--- config.mk ---
export PLATFORM = sky130hd
export DESIGN_NAME = mux_sel_arbiter
export DESIGN_NICKNAME = d
export VERILOG_FILES = /design/src/rtl/mux_arb_pkg.sv /design/src/rtl/mux_sel_arbiter_rr_pick.sv /design/src/rtl/mux_sel_arbiter.sv
export SDC_FILE = /design/constraint.sdc
export NUM_CORES = 1
export LEC_CHECK = 0
export CAP_MARGIN = 20
export CORE_MARGIN = 2
export CORE_UTILIZATION = 50
export CTS_BUF_LIST = sky130_fd_sc_hd__clkbuf_4 sky130_fd_sc_hd__clkbuf_8
export DETAILED_ROUTE_END_ITERATION = 10
export DONT_BUFFER_PORTS = 1
export HOLD_SLACK_MARGIN = 0.15
export SYNTH_ARGS = -nofsm -noshare
export SYNTH_HDL_FRONTEND = slang
export SYNTH_SLANG_ARGS = --single-unit
--- constraint.sdc ---
create_clock -name clk_i -period 1.6 [get_ports clk_i]
set_input_delay 0.24 -clock clk_i [delete_from_list [all_inputs] [get_ports clk_i]]
set_output_delay 0.24 -clock clk_i [all_outputs]
set_load 0.005 [all_outputs]
--- src/rtl/mux_arb_pkg.sv ---
// Shared constants, FSM state type and helpers for the mux select arbiter.
package mux_arb_pkg;

  localparam int N_CH  = 4;
  localparam int SEL_W = 2;

  typedef enum logic [1:0] {
    IDLE   = 2'd0,
    SETTLE = 2'd1,
    HOLD   = 2'd2
  } state_e;

  function automatic logic [N_CH-1:0] idx2onehot(input logic [SEL_W-1:0] idx);
    return N_CH'(1) << idx;
  endfunction

endpackage

--- src/rtl/mux_sel_arbiter_rr_pick.sv ---
// Combinational rotating priority encoder: first set request scanning from ptr upward, mod 4.
module rr_pick
  import mux_arb_pkg::*;
(
  input  logic [N_CH-1:0]  req,
  input  logic [SEL_W-1:0] ptr,
  output logic [SEL_W-1:0] idx,
  output logic             any
);

  logic [SEL_W-1:0] pos;

  always_comb begin
    idx = '0;
    any = 1'b0;
    pos = '0;
    for (int i = 0; i < N_CH; i++) begin
      pos = ptr + SEL_W'(i);
      if (!any && req[pos]) begin
        idx = pos;
        any = 1'b1;
      end
    end
  end

endmodule

--- src/rtl/mux_sel_arbiter.sv ---
// Round-robin sequencer driving 4:1 mux selects, sampling the mux after a settle delay.
// Optional per-channel saturating grant counters are enabled with MUX_ARB_STATS_EN.
module mux_sel_arbiter
  import mux_arb_pkg::*;
#(
  parameter int unsigned SETTLE_CYC = 1,
  parameter int unsigned CNT_W      = 8
) (
  input  logic                  clk_i,
  input  logic                  rst_ni,
  input  logic [N_CH-1:0]       req_i,
  output logic                  s1_o,
  output logic                  s0_o,
  output logic [N_CH-1:0]       grant_o,
  input  logic                  mux_i,
  output logic                  data_o,
  output logic [SEL_W-1:0]      data_ch_o,
  output logic                  data_valid_o,
`ifdef MUX_ARB_STATS_EN
  input  logic                  clr_cnt_i,
  output logic [N_CH*CNT_W-1:0] gnt_cnt_o,
`endif
  input  logic                  data_ready_i
);

  // Handshake: a sample transfers on a rising edge where data_valid_o & data_ready_i;
  // once valid is raised, data_o/data_ch_o/selects stay stable until that edge.

  state_e           state_q, state_d;
  logic [SEL_W-1:0] ptr_q, ptr_d;
  logic [SEL_W-1:0] sel_q, sel_d;
  logic [3:0]       cnt_q, cnt_d;
  logic [N_CH-1:0]  grant_q, grant_d;
  logic             data_q, data_d;
  logic [SEL_W-1:0] ch_q, ch_d;
  logic             valid_q, valid_d;
  logic             accept;

  logic [SEL_W-1:0] pick_idx;
  logic             pick_any;

  rr_pick u_rr_pick (
    .req (req_i),
    .ptr (ptr_q),
    .idx (pick_idx),
    .any (pick_any)
  );

  always_comb begin
    state_d = state_q;
    ptr_d   = ptr_q;
    sel_d   = sel_q;
    cnt_d   = cnt_q;
    grant_d = grant_q;
    data_d  = data_q;
    ch_d    = ch_q;
    valid_d = valid_q;
    accept  = 1'b0;
    unique case (state_q)
      IDLE: begin
        if (pick_any) begin
          sel_d   = pick_idx;
          grant_d = idx2onehot(pick_idx);
          cnt_d   = 4'(SETTLE_CYC - 1);
          state_d = SETTLE;
        end
      end
      SETTLE: begin
        if (cnt_q != '0) begin
          cnt_d = cnt_q - 4'd1;
        end else begin
          data_d  = mux_i;
          ch_d    = sel_q;
          valid_d = 1'b1;
          state_d = HOLD;
        end
      end
      HOLD: begin
        if (data_ready_i) begin
          accept  = 1'b1;
          valid_d = 1'b0;
          grant_d = '0;
          // Just-served channel drops to lowest priority.
          ptr_d   = sel_q + SEL_W'(1);
          state_d = IDLE;
        end
      end
      default: state_d = IDLE;
    endcase
  end

  always_ff @(posedge clk_i or negedge rst_ni) begin
    if (!rst_ni) begin
      state_q <= IDLE;
      ptr_q   <= '0;
      sel_q   <= '0;
      cnt_q   <= '0;
      grant_q <= '0;
      data_q  <= 1'b0;
      ch_q    <= '0;
      valid_q <= 1'b0;
    end else begin
      state_q <= state_d;
      ptr_q   <= ptr_d;
      sel_q   <= sel_d;
      cnt_q   <= cnt_d;
      grant_q <= grant_d;
      data_q  <= data_d;
      ch_q    <= ch_d;
      valid_q <= valid_d;
    end
  end

  assign s1_o         = sel_q[1];
  assign s0_o         = sel_q[0];
  assign grant_o      = grant_q;
  assign data_o       = data_q;
  assign data_ch_o    = ch_q;
  assign data_valid_o = valid_q;

`ifdef MUX_ARB_STATS_EN
  logic [CNT_W-1:0] gcnt_q [N_CH];
  logic [CNT_W-1:0] gcnt_d [N_CH];

  always_comb begin
    for (int n = 0; n < N_CH; n++) begin
      gcnt_d[n] = gcnt_q[n];
      if (clr_cnt_i) begin
        gcnt_d[n] = '0;
      end else if (accept && (sel_q == SEL_W'(n)) && !(&gcnt_q[n])) begin
        gcnt_d[n] = gcnt_q[n] + CNT_W'(1);
      end
    end
  end

  always_ff @(posedge clk_i or negedge rst_ni) begin
    if (!rst_ni) begin
      for (int n = 0; n < N_CH; n++) gcnt_q[n] <= '0;
    end else begin
      for (int n = 0; n < N_CH; n++) gcnt_q[n] <= gcnt_d[n];
    end
  end

  always_comb begin
    for (int n = 0; n < N_CH; n++) gnt_cnt_o[n*CNT_W +: CNT_W] = gcnt_q[n];
  end
`endif

endmodule

### Word level (Yosys, flattened, before mapping)

Cells that the tools add are included.

* register bits after elaboration: 18
* output and inout port bits: 10
* logic and storage cells: 72

* $add $sub $neg: 5
* magnitude comparators: 4
* equality and inequality tests: 6
* shifts and indexed selects: 1
* multiplexer cells: 29
* bitwise logic cells: 1
* reduce and logical (&&, ||, !) cells: 18

Operators by type and width (number)
* $mux 4: 4
* $pmux 4 s2: 2
* $mux 2: 7
* $lt 2x3->1 const B: 4
* $reduce_and 3->1: 4
* $mux 1: 10
* $bmux 1 s2: 4
* $ne 2x2->1 const B: 4
* $pmux 2 s3: 1
* $reduce_and 2->1: 3
* $reduce_bool 2->1: 3
* $add 2x1->2 const B: 2
* $add 2x2->2 const B: 2
* $reduce_bool 4->1: 1
* $shl 1x2->4 const A: 1
* $sub 4x1->4 const B: 1
* $logic_and 1x1->1: 3
* $logic_not 1->1: 3
* $eq 2x1->1 const B: 1
* $eq 2x2->1 const B: 1
* $logic_not 2->1: 1
* $pmux 1 s2: 1
* $not 1->1: 1

### Logic depth before layout (Yosys ltp)

Gate-level depths: netlist of run 1.

* depth after elaboration: 15
* mapped depth: 6

### Cells and area by module

Synthesis of run 1 repeated with hierarchy kept, for this count alone.

* cell total of the unflattened synthesis: 87
* area, all modules: 947.2 µm²

By module, submodules not included
* mux_sel_arbiter: times used 1, cells an instance 72, area an instance 869.6 µm²
* rr_pick: times used 1, cells an instance 15, area an instance 77.6 µm²

### Least setup slack after synthesis of run 1

OpenSTA, ideal clock, no wires.

* path kind: register to register
* from: reg cnt_q[0]
* to: reg ch_q[0] (netlist: data_ch_o[0])
* library setup time: 0.125 ns
* arrival: 1.299 ns
* required time: 1.475 ns
* setup slack: 0.176 ns
* stages on the path, launching flop included: 6
* clock period less this slack: 1.424 ns
* cell sequence: dfrtp_1 inv_1 ha_1 nor3b_1 nand2_1 mux2_2

* cells in the longest elaborated chain, start to end: 3

Ends and longest elaborated chain
* from (decl): RTL line mux_sel_arbiter.sv:32 `logic [3:0] cnt_q, cnt_d;`
* from (signal assigned): RTL line mux_sel_arbiter.sv:106 `cnt_q <= cnt_d;`
* $reduce_bool 4->1: RTL line mux_sel_arbiter.sv:69 `if (cnt_q != '0) begin`
* $not 1->1 (no source line)
* $reduce_and 2->1 (no source line)
* to (signal assigned): RTL line mux_sel_arbiter.sv:109 `ch_q <= ch_d;`
* to (decl): RTL line mux_sel_arbiter.sv:35 `logic [SEL_W-1:0] ch_q, ch_d;`

Every way passes these cells.
A chain may end at the register's enable or synchronous reset.

### Worst setup path in the final report of run 1

* from: reg cnt_q[0]
* to: reg cnt_q[2]

* cells in the longest elaborated chain, start to end: 3
* elaborated cells between the ends (all ways): 6

Ends and longest elaborated chain (RTL line)
* $sub 4x1->4 or $reduce_bool 4->1 (tied branches): mux_sel_arbiter.sv:70, mux_sel_arbiter.sv:69
* $mux 4 or $ne 2x2->1 (tied branches)
* $pmux 4 s2 or $reduce_and 3->1 (tied branches)

Several ways; a longest one is shown, not always the timed one. The select of a mux whose other input is x is not followed.

==> flow_summary.yaml, run 1 <==
place:
  gp_routability_congestion: 0.729
  hpwlAfterDp_mm: 1.15
  post-place-ws_ns: 0.0108
  numPortBuffers: 0
synth:
  synthAdderAreaFrac_pct: 2.79
  synth_cells: 83
  dominant_combinational_cell_family_by_area_after_synthesis: "simple AND/OR/NAND/NOR gates"
  synth-simple-area-share_pct: 19.6
  syn_avg_cell_area_um2: 10.8
  mappedNetlistNets: 93
  synth.mux.area_fraction_pct: 3.76
  synth_largest_area_cell: "sky130_fd_sc_hd__dfrtp_1"
  async_flop_share_pct: 100
  compound_gate_portion_of_the_synthesized_area_pct: 18.2
  synth.yosys.seq_area_share_pct: 50.1
  top_cells_by_count_synth: "sky130_fd_sc_hd__dfrtp_1 (18), sky130_fd_sc_hd__nand2_1 (9), sky130_fd_sc_hd__o21ai_0 (6), sky130_fd_sc_hd__nand3_1 (5), sky130_fd_sc_hd__nor2b_1 (5)"
  synth_area_leaders: "sky130_fd_sc_hd__dfrtp_1 (50%), sky130_fd_sc_hd__nand2_1 (3.8%), sky130_fd_sc_hd__mux2_2 (3.8%), sky130_fd_sc_hd__nor2b_1 (3.5%), sky130_fd_sc_hd__o21ai_0 (3.3%)"
  ys_ff_latch: 18
  post_synthesis_instance_area_um2: 898
  synth_ff_type: "sky130_fd_sc_hd__dfrtp_1"
  synth-xor-area-share_pct: 2.92
  yosysUniqueCellTypes: 32
  yosys.area.top_type_share_pct: 50.1
  most_frequent_cell_after_synthesis: "sky130_fd_sc_hd__dfrtp_1"
  yosysWarningCount: 0
  synth_edf_count: 0
route:
  dr.pass1.iters: 4
  route.detailed.drc: 0
  num_vias: 627
  initialDrtViolationCount: 11
  viasPerCell: 5.50
  ant_nets_after_route: 0
  wl_per_cell_um: 14.4
  wirelength_mm: 1.64
timing:
  layout_min_cycle_time_ns: 1.50
  slew-limit-headroom_pct: 47.3
  finalHoldViolations: 0
  layout_worst_path_cycle_share_pct: 93.7
  worstMarginPinSlew_ns: 0.788
  slew_viol_final: 0
  rsz0062_at_grt: "false"
  timing.fmax_mhz: 667
  tns_ns: 0
  fin_hold_ws_ns: 0.196
  report.final.setup_viol: 0
  postLayoutSetupSlackWorst_ns: 0.100
  skew_ns: 0.00392
critical_path:
  timing.critical_path.required_ns: 1.79
  path_cells: "inv_1 > ha_1 > or3b_4 > nand3_1 > xnor2_1 > and2_1"
  crit_buf_inv: 1
  worst-path-max-fanout: 4
  setup.worst_path.start_class: "flip-flop"
  path_class: "reg -> reg"
  critPathArrivalTime_ns: 1.69
  top_cell_family_by_delay_on_the_critical_path: "simple AND/OR/NAND/NOR gates"
  max_stage_delay_ns: 0.42
  critical-path-slowest-cell: "sky130_fd_sc_hd__dfrtp_1"
  worst_setup_path_end_kind: "flip-flop"
floorplan:
  core_region_area_um2: 1710
  initial_core_util_pct: 52.6
  ios: 18
  die_area_um2: 2150
  die-width_um: 46.4
  die-height_um: 46.4
  core.rowCount: 15
grt:
  globalRouteOverflowTotal: 0
  number_of_global_route_vias_before_repair: 578
  grt_first_pass_wirelength_mm: 2.55
  grt_max_degree: 19
  gr-usage-all-layers_pct: 17.3
  antenna_found_initial: 0
clocking:
  htreeDepth: 1
  tritoncts.num_buffers: 3
  root_buf_cell: "sky130_fd_sc_hd__clkbuf_4"
  tritoncts: "yes"
  clkTransAtPathRegs_ns: 0.11
  ctsLongestPathBuffers: 2
  latest_clock_arrival_within_the_worst_skew_pair_ns: 0.29
  cts_sinks: 18
power:
  vdd.ir_drop.worst_uv: 934
  p_per_area_nw_per_um2: 1920
  power.leakage_nw: 0.437
flow_run:
  max_cap_viol_count: 0
cells_and_area:
  post_route_cells_drive_above_1_share_pct: 16.9
  antennaDiodeCount: 0
  nets: 100
  synthToLayoutAreaGrowth_pct: 10.4
min_path:
  worst_hold_path_type: "in -> reg"
run_status:
  result_of_the_run: "finished clean"
[area by class of cell]
| cell class | count | area (um2) |
|---|---|---|
| clock buffers | 4 | 36.3 |
| fillers | 160 | 716 |
| inverters | 3 | 11.3 |
| multi-input cells | 61 | 433 |
| flip-flops and latches | 18 | 450 |
| well taps | 25 | 31.3 |
| repair buffers | 3 | 30.0 |
[kinds of logic after synthesis]
group / Yosys count
flip-flops: 18
AO/OA/AOI/OAI: 21
buffers and inverters: 4
adder cells (fa/ha/maj): 2
AND/OR/NAND/NOR: 32
multiplexers: 3
XOR/XNOR: 3
[timing repair]
action / 4_1_cts / 5_1_grt
gates resized for setup: 1 / 1
buffers inserted: 0 / 0
hold endpoints to repair: 20 / 0
pin swaps: 1 / 0
hold buffers: 3 / 0
setup endpoints to repair: 3 / 1
[sequential cells by signal, indices dropped and copies added (netlist names)]
signal	count
state_q	2
ptr_q	2
sel_q	2
cnt_q	4
data_o	1
grant_o	4
data_ch_o	2
data_valid_o	1
[power breakdown]
group | switching, mW | internal [mW]
sequential | 0.194 | 0.656
combinational | 0.362 | 0.403
clock | 0.148 | 0.139
total | 0.704 | 1.20
[layer usage]
metal | vias to the layer above | track usage, % | part of all wire [%]
met1 | 296 | 25.4 | 52
met3 | 2 | 3.92 | 3.0
met5 | - | 0 | 0
met2 | 11 | 23.6 | 43
li1 | 318 | - | -
met4 | 0 | 8.57 | 1.3
[cells in the final DEF (no fill, tap or decap)]
| cell type | n |
|---|---|
| sky130_fd_sc_hd__clkbuf_4 | 3 |
| sky130_fd_sc_hd__or3b_4 | 1 |
| sky130_fd_sc_hd__a21o_1 | 2 |
| sky130_fd_sc_hd__nor3b_2 | 1 |
| sky130_fd_sc_hd__inv_1 | 3 |
| sky130_fd_sc_hd__o221a_2 | 1 |
| sky130_fd_sc_hd__clkbuf_8 | 1 |
| sky130_fd_sc_hd__nor4_1 | 1 |
| sky130_fd_sc_hd__a211oi_1 | 1 |
| sky130_fd_sc_hd__xnor2_1 | 3 |
| sky130_fd_sc_hd__mux2_2 | 3 |
| sky130_fd_sc_hd__dlygate4sd3_1 | 3 |
| sky130_fd_sc_hd__or3_4 | 1 |
| sky130_fd_sc_hd__a21oi_1 | 1 |
| sky130_fd_sc_hd__nor3_1 | 1 |
| sky130_fd_sc_hd__nor2b_1 | 5 |
| sky130_fd_sc_hd__nor2_1 | 3 |
| sky130_fd_sc_hd__a32o_1 | 2 |
| sky130_fd_sc_hd__ha_1 | 2 |
| sky130_fd_sc_hd__o21ba_2 | 1 |
| sky130_fd_sc_hd__and2_1 | 2 |
| sky130_fd_sc_hd__nor3_2 | 1 |
| sky130_fd_sc_hd__o221ai_1 | 1 |
| sky130_fd_sc_hd__o31ai_2 | 2 |
| sky130_fd_sc_hd__nand2_1 | 9 |
| sky130_fd_sc_hd__a22o_1 | 1 |
| sky130_fd_sc_hd__nand3_1 | 5 |
| sky130_fd_sc_hd__o211ai_1 | 1 |
| sky130_fd_sc_hd__or3_1 | 1 |
| sky130_fd_sc_hd__o211a_1 | 1 |
| sky130_fd_sc_hd__dfrtp_1 | 18 |
| sky130_fd_sc_hd__o21ai_0 | 6 |
| sky130_fd_sc_hd__nand3b_1 | 1 |
| sky130_fd_sc_hd__o21ai_1 | 1 |
[worst paths after layout]
path | startpoint | end | slack, ns | cells after the start
max in group asynchronous | rst_ni | grant_o[2] | 0.65 | 1
min in group asynchronous | rst_ni | cnt_q[1] | 0.46 | 1
worst min-delay path | req_i[3] | grant_o[0] | 0.20 | 2
worst min register to register | data_valid_o | data_valid_o | 0.52 | 2
worst max-delay path | cnt_q[0] | cnt_q[2] | 0.10 | 6
worst max register to register | cnt_q[0] | cnt_q[2] | 0.10 | 6
[metrics by stage]
step | instance area [um2] | power, mW | util [%] | instances
2_1_floorplan | 898 | 1.47 | - | 83
3_3_place_gp | 918 | 1.58 | 53.8 | 107
3_5_place_dp | 918 | 1.59 | 53.8 | 107
4_1_cts | 990 | 1.89 | 57.9 | 114
5_1_grt | 992 | 2.06 | 58.1 | 114
6_report | 992 | 1.90 | 58.1 | 114
Power figures use the tool's default switching activity.
==> inputs of run 2 (changes only) <==
--- a/config.mk
+++ b/config.mk
@@ -9,6 +9,7 @@
 export CORE_MARGIN = 2
 export CORE_UTILIZATION = 50
 export CTS_BUF_LIST = sky130_fd_sc_hd__clkbuf_4 sky130_fd_sc_hd__clkbuf_8
+export CTS_CLUSTER_SIZE = 8
 export DETAILED_ROUTE_END_ITERATION = 10
 export DONT_BUFFER_PORTS = 1
 export HOLD_SLACK_MARGIN = 0.15
==> results of run 2 <==
The final DEF is identical to that of run 1; final timing and power are the same.
==> inputs of run 3 (changes only) <==
--- a/config.mk
+++ b/config.mk
@@ -9,6 +9,7 @@
 export CORE_MARGIN = 2
 export CORE_UTILIZATION = 50
 export CTS_BUF_LIST = sky130_fd_sc_hd__clkbuf_4 sky130_fd_sc_hd__clkbuf_8
+export CTS_CLUSTER_DIAMETER = 200
 export CTS_CLUSTER_SIZE = 8
 export DETAILED_ROUTE_END_ITERATION = 10
 export DONT_BUFFER_PORTS = 1
==> results of run 3 <==
The final DEF is identical to that of run 1; final timing and power are the same.
